**config.mk**
```make
export PLATFORM = sky130hd
export DESIGN_NAME = control_sequencer_flat
export DESIGN_NICKNAME = d
export VERILOG_FILES = /design/src/rtl/control_sequencer_if.sv /design/src/rtl/control_sequencer.sv /design/src/flat_wrapper.sv
export SDC_FILE = /design/constraint.sdc
export NUM_CORES = 1
export LEC_CHECK = 0
export CORE_MARGIN = 4
export CORE_UTILIZATION = 51
export CTS_CLUSTER_SIZE = 25
export DETAILED_ROUTE_END_ITERATION = 10
export GPL_TIMING_DRIVEN = 0
export PLACE_DENSITY = 0.83
export SLEW_MARGIN = 20
export SYNTH_ARGS = -nofsm -noshare
export SYNTH_HDL_FRONTEND = slang
export SYNTH_SLANG_ARGS = --single-unit
```
**constraint.sdc**
```tcl
create_clock -name clk -period 3.35 [get_ports clk]
set_input_delay 0.8375 -clock clk [delete_from_list [all_inputs] [get_ports clk]]
set_output_delay 0.8375 -clock clk [all_outputs]
set_load 0.05 [all_outputs]
```
**src/rtl/control_sequencer_if.sv**
```systemverilog
// control_sequencer_if
//   Bundles the instruction/stall inputs and the state/status outputs of the
//   microcode sequencer.
//   Signals:
//     instr      [15:0]        instruction register contents (opcode = [15:12])
//     stall                    freeze request
//     state      [7:0]         current microcode state code
//     instr_done               last-execute-state pulse
//     halted                   level, sequencer sits in HALT
//     illegal                  sticky undefined-opcode flag
//     retired    [RETIRE_W-1:0] completed-instruction count
//   Modports:
//     master - the sequencer (drives state and status)
//     slave  - the CPU/bench side (drives instr and stall)
interface control_sequencer_if #(
    parameter int unsigned RETIRE_W = 16
);
    logic [15:0]         instr;
    logic                stall;
    logic [7:0]          state;
    logic                instr_done;
    logic                halted;
    logic                illegal;
    logic [RETIRE_W-1:0] retired;

    modport master (
        input  instr, stall,
        output state, instr_done, halted, illegal, retired
    );

    modport slave (
        output instr, stall,
        input  state, instr_done, halted, illegal, retired
    );
endinterface

```
**src/rtl/control_sequencer.sv**
```systemverilog
// control_sequencer
//   Microcode state sequencer for the 16-bit CPU. Walks F0 -> F1 -> F2, then
//   decodes instr[15:12] into the execute-state sequence for that opcode and
//   returns to F0. Undefined opcodes (0xB-0xE) and halt park the sequencer in
//   HALT (0x3F) until reset.
//   Ports:
//     clk     in   system clock, rising edge
//     resetn  in   synchronous active-low reset (overrides stall)
//     bus     master modport of control_sequencer_if
//               instr/stall in; state/instr_done/halted/illegal/retired out
//   Parameters:
//     RETIRE_W  width of the retired-instruction counter (wraps)
module control_sequencer #(
    parameter int unsigned RETIRE_W = 16
) (
    input  logic                 clk,
    input  logic                 resetn,
    control_sequencer_if.master  bus
);

    typedef enum logic [7:0] {
        S_F0     = 8'h00,
        S_F2     = 8'h01,
        S_LOAD   = 8'h02,
        S_MOVE   = 8'h03,
        S_LDPC   = 8'h04,
        S_BRANCH = 8'h05,
        S_SUB0   = 8'h06,
        S_SUB1   = 8'h07,
        S_SUB2   = 8'h08,
        S_ADD0   = 8'h09,
        S_ADD1   = 8'h0A,
        S_ADD2   = 8'h0B,
        S_XOR0   = 8'h0C,
        S_XOR1   = 8'h0D,
        S_XOR2   = 8'h0E,
        S_F1     = 8'h0F,
        S_PUSH0  = 8'h13,
        S_PUSH1  = 8'h14,
        S_PUSH2  = 8'h15,
        S_PUSH3  = 8'h16,
        S_POP0   = 8'h17,
        S_POP1   = 8'h18,
        S_POP2   = 8'h19,
        S_POP3   = 8'h1A,
        S_CALL0  = 8'h1B,
        S_CALL1  = 8'h1C,
        S_CALL2  = 8'h1D,
        S_CALL3  = 8'h1E,
        S_CALL4  = 8'h1F,
        S_CALL5  = 8'h20,
        S_RET0   = 8'h21,
        S_RET1   = 8'h22,
        S_RET2   = 8'h23,
        S_RET3   = 8'h24,
        S_CALL6  = 8'h25,
        S_HALT   = 8'h3F
    } state_e;

    state_e              state_q, state_d;
    logic [3:0]          opcode_q, opcode_d;
    logic                illegal_q, illegal_d;
    logic [RETIRE_W-1:0] retired_q, retired_d;
    logic                last_exec;
    logic                done;

    // The opcode register is kept for debug visibility only; sequencing is
    // fully encoded in the state codes. Lower instr bits belong to the datapath.
    logic unused_bits;
    assign unused_bits = ^{opcode_q, bus.instr[11:0]};

    always_ff @(posedge clk) begin
        if (!resetn) begin
            state_q   <= S_F0;
            opcode_q  <= '0;
            illegal_q <= 1'b0;
            retired_q <= '0;
        end else begin
            state_q   <= state_d;
            opcode_q  <= opcode_d;
            illegal_q <= illegal_d;
            retired_q <= retired_d;
        end
    end

    always_comb begin
        state_d   = S_F0;
        opcode_d  = opcode_q;
        illegal_d = illegal_q;
        last_exec = 1'b0;

        case (state_q)
            S_F0: state_d = S_F1;
            S_F1: state_d = S_F2;
            S_F2: begin
                opcode_d = bus.instr[15:12];
                case (bus.instr[15:12])
                    4'h0: state_d = S_LOAD;
                    4'h1: state_d = S_MOVE;
                    4'h2: state_d = S_LDPC;
                    4'h3: state_d = S_BRANCH;
                    4'h4: state_d = S_SUB0;
                    4'h5: state_d = S_ADD0;
                    4'h6: state_d = S_XOR0;
                    4'h7: state_d = S_PUSH0;
                    4'h8: state_d = S_POP0;
                    4'h9: state_d = S_CALL0;
                    4'hA: state_d = S_RET0;
                    4'hF: state_d = S_HALT;
                    default: begin
                        state_d   = S_HALT;
                        illegal_d = 1'b1;
                    end
                endcase
            end
            S_LOAD, S_MOVE, S_LDPC, S_BRANCH,
            S_SUB2, S_ADD2, S_XOR2, S_PUSH3,
            S_POP3, S_CALL6, S_RET3: begin
                last_exec = 1'b1;
                state_d   = S_F0;
            end
            S_SUB0:  state_d = S_SUB1;
            S_SUB1:  state_d = S_SUB2;
            S_ADD0:  state_d = S_ADD1;
            S_ADD1:  state_d = S_ADD2;
            S_XOR0:  state_d = S_XOR1;
            S_XOR1:  state_d = S_XOR2;
            S_PUSH0: state_d = S_PUSH1;
            S_PUSH1: state_d = S_PUSH2;
            S_PUSH2: state_d = S_PUSH3;
            S_POP0:  state_d = S_POP1;
            S_POP1:  state_d = S_POP2;
            S_POP2:  state_d = S_POP3;
            S_CALL0: state_d = S_CALL1;
            S_CALL1: state_d = S_CALL2;
            S_CALL2: state_d = S_CALL3;
            S_CALL3: state_d = S_CALL4;
            S_CALL4: state_d = S_CALL5;
            S_CALL5: state_d = S_CALL6;
            S_RET0:  state_d = S_RET1;
            S_RET1:  state_d = S_RET2;
            S_RET2:  state_d = S_RET3;
            S_HALT:  state_d = S_HALT;
            // Corrupted codes recover to fetch without flagging illegal.
            default: state_d = S_F0;
        endcase

        // Stall freezes every register, including in fetch and HALT.
        if (bus.stall) begin
            state_d   = state_q;
            opcode_d  = opcode_q;
            illegal_d = illegal_q;
        end

        done      = last_exec & ~bus.stall;
        retired_d = retired_q + RETIRE_W'(done);
    end

    assign bus.state      = state_q;
    assign bus.instr_done = done;
    assign bus.halted     = (state_q == S_HALT);
    assign bus.illegal    = illegal_q;
    assign bus.retired    = retired_q;

endmodule

```
**src/flat_wrapper.sv**
```systemverilog
// flat-port wrapper written by rule: the top's interface ports become plain ports
module control_sequencer_flat 
#(
    parameter int unsigned RETIRE_W = 16
)
  (clk, resetn, bus_instr, bus_stall, bus_state, bus_instr_done, bus_halted, bus_illegal, bus_retired);
  control_sequencer_if #(.RETIRE_W(RETIRE_W)) bus_i ();
  input  logic clk;
  input  logic resetn;
  input wire logic [$bits(bus_i.instr)-1:0] bus_instr;
  input wire logic [$bits(bus_i.stall)-1:0] bus_stall;
  output wire logic [$bits(bus_i.state)-1:0] bus_state;
  output wire logic [$bits(bus_i.instr_done)-1:0] bus_instr_done;
  output wire logic [$bits(bus_i.halted)-1:0] bus_halted;
  output wire logic [$bits(bus_i.illegal)-1:0] bus_illegal;
  output wire logic [$bits(bus_i.retired)-1:0] bus_retired;
  assign bus_i.instr = bus_instr;
  assign bus_i.stall = bus_stall;
  assign bus_state = bus_i.state;
  assign bus_instr_done = bus_i.instr_done;
  assign bus_halted = bus_i.halted;
  assign bus_illegal = bus_i.illegal;
  assign bus_retired = bus_i.retired;
  control_sequencer #(.RETIRE_W(RETIRE_W)) u_core (.clk(clk), .resetn(resetn), .bus(bus_i));
endmodule
```
==> metrics.csv, run 1 <==
stage;metric;value;unit
outcome;status;finished clean;
power_and_ir_drop;ir_drop;210.0;µV
floorplanning;num_rows;19;
worst_setup_path;crit_path_end_kind;output port;
timing;period_minus_slack;3.106;ns
floorplanning;fp.dieArea;4039;µm²
place;hpwl;2807;µm
worst_setup_path;critPathKind;flip-flop to output port;
yosys;avgSynthCellArea;7.990;µm²
yosys;yosysWarnings;0;
place;dp_slack;0.2111;ns
global_routing;track_usage;19.07;%
timing;slew_headroom;66.38;%
yosys;netlist_instances;197;
cts;cts_root_buf;clkbuf_4;
cells_and_area;final_common_cell;clkdlybuf4s50_1;
hold_path;min_path_cells;1;
timing;grt_setup_unrepaired;no;
cells_and_area;design_area;1927;µm²
worst_setup_path;path_max_fanout;10;
cells_and_area;syn_to_final_growth;22.42;%
cells_and_area;nets;252;
power_and_ir_drop;power.static_leakage;0.7322;nW
floorplanning;core_area;2853;µm²
cts;post_cts_buffers;0;
timing;slew_violations;0;
place;placed_cells;257;
global_routing;grt_pass1_vias;1389;
yosys;synth_edf_count;0;
global_routing;grt_max_degree;14;
yosys;synthArstFlopShare;0;%
worst_setup_path;cp-start-kind;flip-flop;
cts;cts_tree;built;
yosys;synth_cell_type_count;55;
detailed_routing;drt_iter0_markers;109;
detailed_routing;vias_per_cell;5.877;
worst_setup_path;regToRegEndpoint;u_core.bus.retired[14];
cts;cts_resized;0;
cts;clk_latency;0.31;ns
timing;whs;0.4870;ns
timing;setup_violations;0;
power_and_ir_drop;power_density;336.2;nW/µm²
floorplanning;pin_count;46;
detailed_routing;wl_per_cell;14.05;µm
yosys;yosys_register_bits;23;
worst_setup_path;cp.required;2.51;ns
place;placed_cell_area;1897;µm²
floorplanning;die_w;63.56;µm
detailed_routing;routed_wl;3667;µm
hold_path;hold_end;u_core.bus.illegal;
cts;cts.htree.levels;1;
worst_setup_path;regToRegSetupSlack;0.71;ns
timing;fmax;322.0;MHz
cells_and_area;stdcell_count;261;
run;drv_cap;0;
hold_path;min_path_type;flip-flop to flip-flop;
timing;timing.final.crit_share;92.71;%
detailed_routing;vias;1534;
worst_setup_path;reg2regPathDepth;11;
timing;worstMarginPinSlew;0.5035;ns
hold_path;min_from;u_core.bus.illegal;
cts;clk_pin_slew;0.13;ns
global_routing;grt_pass1_wl;6327;µm
cells_and_area;fin_util;67.54;%
cts;ctsHoldBuffers;0;
timing;worst_slack;0.2442;ns
cells_and_area;layout_common_cells;clkdlybuf4s50_1, dfxtp_1, and2_1;
cells_and_area;drive_gt1_share;10.87;%
floorplanning;start_util;55.18;%
floorplanning;chipHeight;63.56;µm
worst_setup_path;worstReg2RegStart;u_core.bus.state[1];
detailed_routing;dr.pass1.iters;4;
yosys;ys_seq_area_share;29.25;%
power_and_ir_drop;power;647.9;µW
place;port_buffers;28;
yosys;syn_area;1574;µm²
timing;tns;0;ns
global_routing;antenna_found_initial;0;
detailed_routing;route.detailed.drc;0;
timing;report.final.hold_viol_count;0;
global_routing;grt.overflow.total;0;
worst_setup_path;cp.arrival;2.27;ns
detailed_routing;ant_nets;0;
cts;cts_buffer_depth;2;
place;place_congestion;0.9620;
yosys;synth-main-ff-cell;dfxtp_1;
cts;cts.sinks;23;
cells_and_area;n_antenna_cell;0;
cts;cts_buffers;3;
timing;fin_worst_skew;0.001913;ns
[metal layers]
metal / share of wire [%] / GRT usage [%] / up-vias / routed length, µm
met5: 0 / 0 / - / 0
li1: - / - / 758 / -
met3: 6.1 / 4.440 / 10 / 225
met1: 43 / 24.44 / 705 / 1583
met4: 1.8 / 5.660 / 0 / 67
met2: 49 / 31.55 / 61 / 1791
[area by class of cell]
class                   instances  area (µm²)
multi-input cells             156        1011
fillers                       271       925.9
flip-flops and latches         23       460.4
repair buffers                 28       282.8
plain buffers                  15       91.34
well taps                      31       38.79
clock buffers                   3       22.52
inverters                       4       15.01
clock inverters                 1       5.005
[kinds of logic (layout without fill, tap and decap cells)]
logic type / Yosys count / in the layout / share of synthesized area, %
buf+inv: 19 / 51 / 6.756
flops: 23 / 23 / 29.25
mux: 1 / 1 / 0.6360
simple gates: 87 / 87 / 31.80
xor+xnor: 18 / 18 / 10.49
fa+ha+maj: 2 / 2 / 1.590
compound gates: 46 / 46 / 19.24
other cells: 1 / 2 / 0.2382
[critical path, cell delays in order, from the launching register on]
cell and delay (ns):
dfxtp_1 0.53, buf_2 0.31, nand3_1 0.10, nor2_1 0.17, clkdlybuf4s50_1 0.84
[power by group]
group / total [mW] / switching [mW] / internal, mW
logic: 0.226 / 0.138 / 0.0878
registers: 0.293 / 0.0105 / 0.283
clock network: 0.129 / 0.0841 / 0.0447
total: 0.648 / 0.232 / 0.415
[worst max path at each step]
stage                                    from                      to  slack, ns  depth (start not counted)
after global placement              bus_stall          bus_instr_done       0.22                          4
after global routing      u_core.bus.state[4]              bus_halted       0.14                          4
after detailed placement            bus_stall          bus_instr_done       0.21                          4
after CTS                 u_core.bus.state[1]          bus_instr_done      0.001                          6
final                     u_core.bus.state[4]              bus_halted       0.24                          4
after floorplan           u_core.bus.state[1]  u_core.bus.retired[14]       0.29                         11
[cells in the mapped netlist, types with 2 or more instances]
master	number	area, µm²
a31oi_1	2	12.51
nand2_1	12	45.04
and2_1	15	93.84
buf_2	7	35.03
buf_6	2	22.52
a21oi_1	13	65.06
dfxtp_1	23	460.4
nand3_1	12	60.06
xnor2_1	11	96.34
inv_1	4	15.01
nor2b_1	6	37.54
clkbuf_1	3	11.26
nor2_1	8	30.03
or3_1	3	18.77
ha_1	2	25.02
buf_4	3	22.52
and3_1	3	18.77
o211ai_1	2	15.01
nand3b_1	2	15.01
o21ai_0	12	60.06
o22ai_1	2	12.51
a21boi_0	2	15.01
xor2_1	6	52.55
nand2b_1	4	25.02
nor3_1	7	35.03
nand4_1	2	12.51
[flip-flops by register name, indices dropped and copies added, names as in the netlist]
name                cells
u_core.bus.state        6
u_core.bus.retired     16
u_core.bus.illegal      1
No activity file was read; power rests on OpenSTA's default activity.
==> run 2: changes to the inputs <==
Settings changed: SKIP_LAST_GASP set to 1.
==> results of run 2 <==
Final layout, timing and power as in run 1 (identical DEF).
==> run 3: changes to the inputs <==
Settings changed: ABC_AREA set to 1.
==> run 3 against run 2 <==
- register-to-register slack worse by 0.03 ns
- critical path depth grew 1
- non-clock buffer count decreased by 7
- synthesized area is 1.7% higher
- sequential cell count stayed put
- clock skew up 0.011 ns
- combinational power hardly changed
- critical endpoint unchanged
==> metrics.csv, run 3 <==
stage;metric;value;unit;change
outcome;status;finished clean;;
global_routing;grt_pass1_vias;1557;;+12%
worst_setup_path;cp.arrival;2.14;ns;-0.13 ns
global_routing;grt_pass1_wl;6941;µm;+9.7%
yosys;yosysMostFrequentCell;nand2_1;;
timing;period_minus_slack;2.981;ns;-0.1253 ns
yosys;synth_edf_count;0;;unchanged
place;placed_cells;335;;+30%
power_and_ir_drop;swShare;38.62;%;+2.7 points
power_and_ir_drop;p_int;401.5;µW;-3.3%
detailed_routing;wl_per_cell;12.03;µm;-14%
power_and_ir_drop;power.static_leakage;0.9098;nW;+24%
cells_and_area;largest_register_ffs;16;;unchanged
cells_and_area;n_antenna_cell;0;;unchanged
power_and_ir_drop;ir_drop;301.0;µV;+43%
hold_path;min_path_type;flip-flop to flip-flop;;
cts;cts.sinks;23;;unchanged
yosys;synth-main-ff-cell;dfxtp_1;;
timing;fin_worst_skew;0.01293;ns;+0.01102 ns
worst_setup_path;cp-start-kind;flip-flop;;
worst_setup_path;critPathKind;flip-flop to output port;;
floorplanning;num_rows;20;;+1
yosys;synth_top_area_share;28.75;%;-0.50 points
power_and_ir_drop;power;654.1;µW;+0.96%
floorplanning;chipHeight;64.04;µm;+0.76%
place;hpwl;3167;µm;+13%
timing;worstMarginPinSlew;0.5095;ns;+0.006059 ns
cts;post_cts_buffers;0;;unchanged
cells_and_area;final_common_cell;nand2_1;;
cells_and_area;design_area;2007;µm²;+4.2%
power_and_ir_drop;combPwrFrac;34.4;%;-0.4 points
detailed_routing;route.detailed.drc;0;;unchanged
timing;fmax;335.5;MHz;+4.2%
yosys;avgSynthCellArea;6.184;µm²;-23%
yosys;synth_cell_type_count;33;;-40%
cells_and_area;fillers;282;;+4.1%
yosys;synthArstFlopShare;0;%;unchanged
global_routing;antenna_found_initial;0;;unchanged
yosys;yosysWarnings;0;;unchanged
detailed_routing;vias_per_cell;5.145;;-12%
cts;cts_buffers;3;;unchanged
cts;clk_pin_slew;0.12;ns;about the same
cts;ctsHoldBuffers;0;;unchanged
timing;timing.final.crit_share;88.97;%;-3.7 points
yosys;synth_common_cells;nand2_1, nor2_1, inv_1, nand3_1, dfxtp_1;;
cells_and_area;syn_to_final_growth;25.31;%;
detailed_routing;routed_wl;4077;µm;+11%
cells_and_area;layout_common_cells;nand2_1, nor2_1, clkdlybuf4s50_1;;
detailed_routing;dr.pass1.iters;4;;unchanged
floorplanning;die_w;64.04;µm;+0.76%
detailed_routing;ant_nets;0;;unchanged
place;port_buffers;31;;+11%
floorplanning;pin_count;46;;unchanged
cts;cts_buffer_depth;2;;unchanged
timing;slew_violations;0;;unchanged
floorplanning;fp.dieArea;4101;µm²;+1.5%
cells_and_area;drive_gt1_share;9.492;%;-1.4 points
power_and_ir_drop;power_density;325.9;nW/µm²;-3.1%
cells_and_area;fin_util;66.28;%;-1.3 points
power_and_ir_drop;power.switching;252.6;µW;+8.7%
cts;cts_resized;0;;unchanged
yosys;netlist_instances;259;;+31%
global_routing;grt.overflow.total;0;;unchanged
worst_setup_path;cp.required;2.51;ns;about the same
cells_and_area;nets;317;;+26%
yosys;yosys-top-cells-area;dfxtp_1, nand2_1, nor2_1;;
yosys;syn_area;1602;µm²;+1.7%
yosys;yosys_register_bits;23;;unchanged
timing;grt_setup_unrepaired;no;;
place;place_congestion;0.9641;;+0.22%
floorplanning;start_util;52.89;%;-2.3 points
cts;cts_tree;built;;
worst_setup_path;path_max_fanout;7;;-3
power_and_ir_drop;p_clk_share;20.1;%;+0.2 points
timing;slew_headroom;65.92;%;-0.46 points
timing;setup_violations;0;;unchanged
global_routing;track_usage;20.78;%;+1.7 points
worst_setup_path;crit_path_end_kind;output port;;
cells_and_area;stdcell_count;339;;+30%
global_routing;grt_max_degree;15;;+1
cts;clk_latency;0.31;ns;about the same
floorplanning;core_area;3028;µm²;+6.1%
run;drv_cap;0;;unchanged
cts;cts.htree.levels;1;;unchanged
yosys;ys_seq_area_share;28.75;%;-0.50 points
timing;report.final.hold_viol_count;0;;unchanged
detailed_routing;vias;1744;;+14%
yosys;yosysTopAreaCell;dfxtp_1;;
power_and_ir_drop;seqPwrFrac;45.5;%;+0.2 points
detailed_routing;drt_iter0_markers;187;;+72%
timing;tns;0;ns;unchanged
place;placed_cell_area;1974;µm²;+4.1%
cts;cts_root_buf;clkbuf_4;;
run 3: cell count changes in the layout (fill, tap and decap cells not counted), sizes merged, moves of 7 or more:
cell   before  now
buf        12    4
xnor2      12    2
inv         4   34
o21ai      12   19
nand2      13   60
nor2        8   44
and2       15    0
nand3      13   32
run 3: final timing paths:
check | end | start | slack [ns] | cells past startpoint
setup / recovery | bus_halted | u_core.bus.state[3] | 0.37 | 5
hold reg to reg | u_core.bus.retired[7] | u_core.bus.retired[7] | 0.50 | 2
hold / removal | u_core.bus.retired[7] | u_core.bus.retired[7] | 0.50 | 2
setup reg to reg | u_core.bus.retired[14] | u_core.bus.state[4] | 0.68 | 14
run 3: power groups by stage:
| stage | combinational (mW) | sequential (mW) | clock [mW] |
|---|---|---|---|
| 5_1_grt | 0.244 | 0.299 | 0.152 |
| 2_1_floorplan | 0.126 | 0.335 | 0 |
| 6_report | 0.225 | 0.297 | 0.132 |
| 3_3_place_gp | 0.223 | 0.303 | 0 |
| 4_1_cts | 0.223 | 0.297 | 0.139 |
| 3_5_place_dp | 0.222 | 0.303 | 0 |
run 3: cell type report:
cell class	instances	area (µm²)	share of cell area [%]
multi-input cells	196	975.9	48.63
flip-flops and latches	23	460.4	22.94
repair buffers	31	312.8	15.59
inverters	36	135.1	6.733
well taps	44	55.05	2.743
plain buffers	5	37.54	1.870
clock buffers	3	22.52	1.122
clock inverters	1	7.507	0.3741
run 3: worst max-delay path, cell delays in order, from the launching register on:
cell and delay [ns]:
dfxtp_1 0.47, nand2_1 0.18, inv_1 0.17, nand3b_2 0.15, inv_1 0.08, clkdlybuf4s50_1 0.79
run 3: logic make-up after synthesis:
logic type / after synthesis / synth area share, %
flip-flops: 23 / 28.75
AND/OR/NAND/NOR: 147 / 43.20
XOR/XNOR: 2 / 1.094
AO/OA/AOI/OAI: 43 / 14.38
adder cells (fa/ha/maj): 2 / 1.562
other: 1 / 0.2342
buffers and inverters: 41 / 10.78
run 3: metrics by stage:
stage	hold slack, ns	worst slack (ns)
final	0.5015	0.3695
after global routing	0.5405	0.2636
after CTS	0.5008	0.04192
after detailed placement	0.4667	0.05126
after global placement	0.4709	0.05952
after floorplan	0.6812	0.2064
run 3: metal layers:
| layer | global-route usage [%] | vias up | share of wire (%) |
|---|---|---|---|
| li1 | - | 911 | - |
| met1 | 27.98 | 780 | 48 |
| met2 | 33.94 | 49 | 47 |
| met4 | 5.660 | 0 | 0.78 |
| met3 | 3.691 | 4 | 4.8 |
| met5 | 0 | - | 0 |
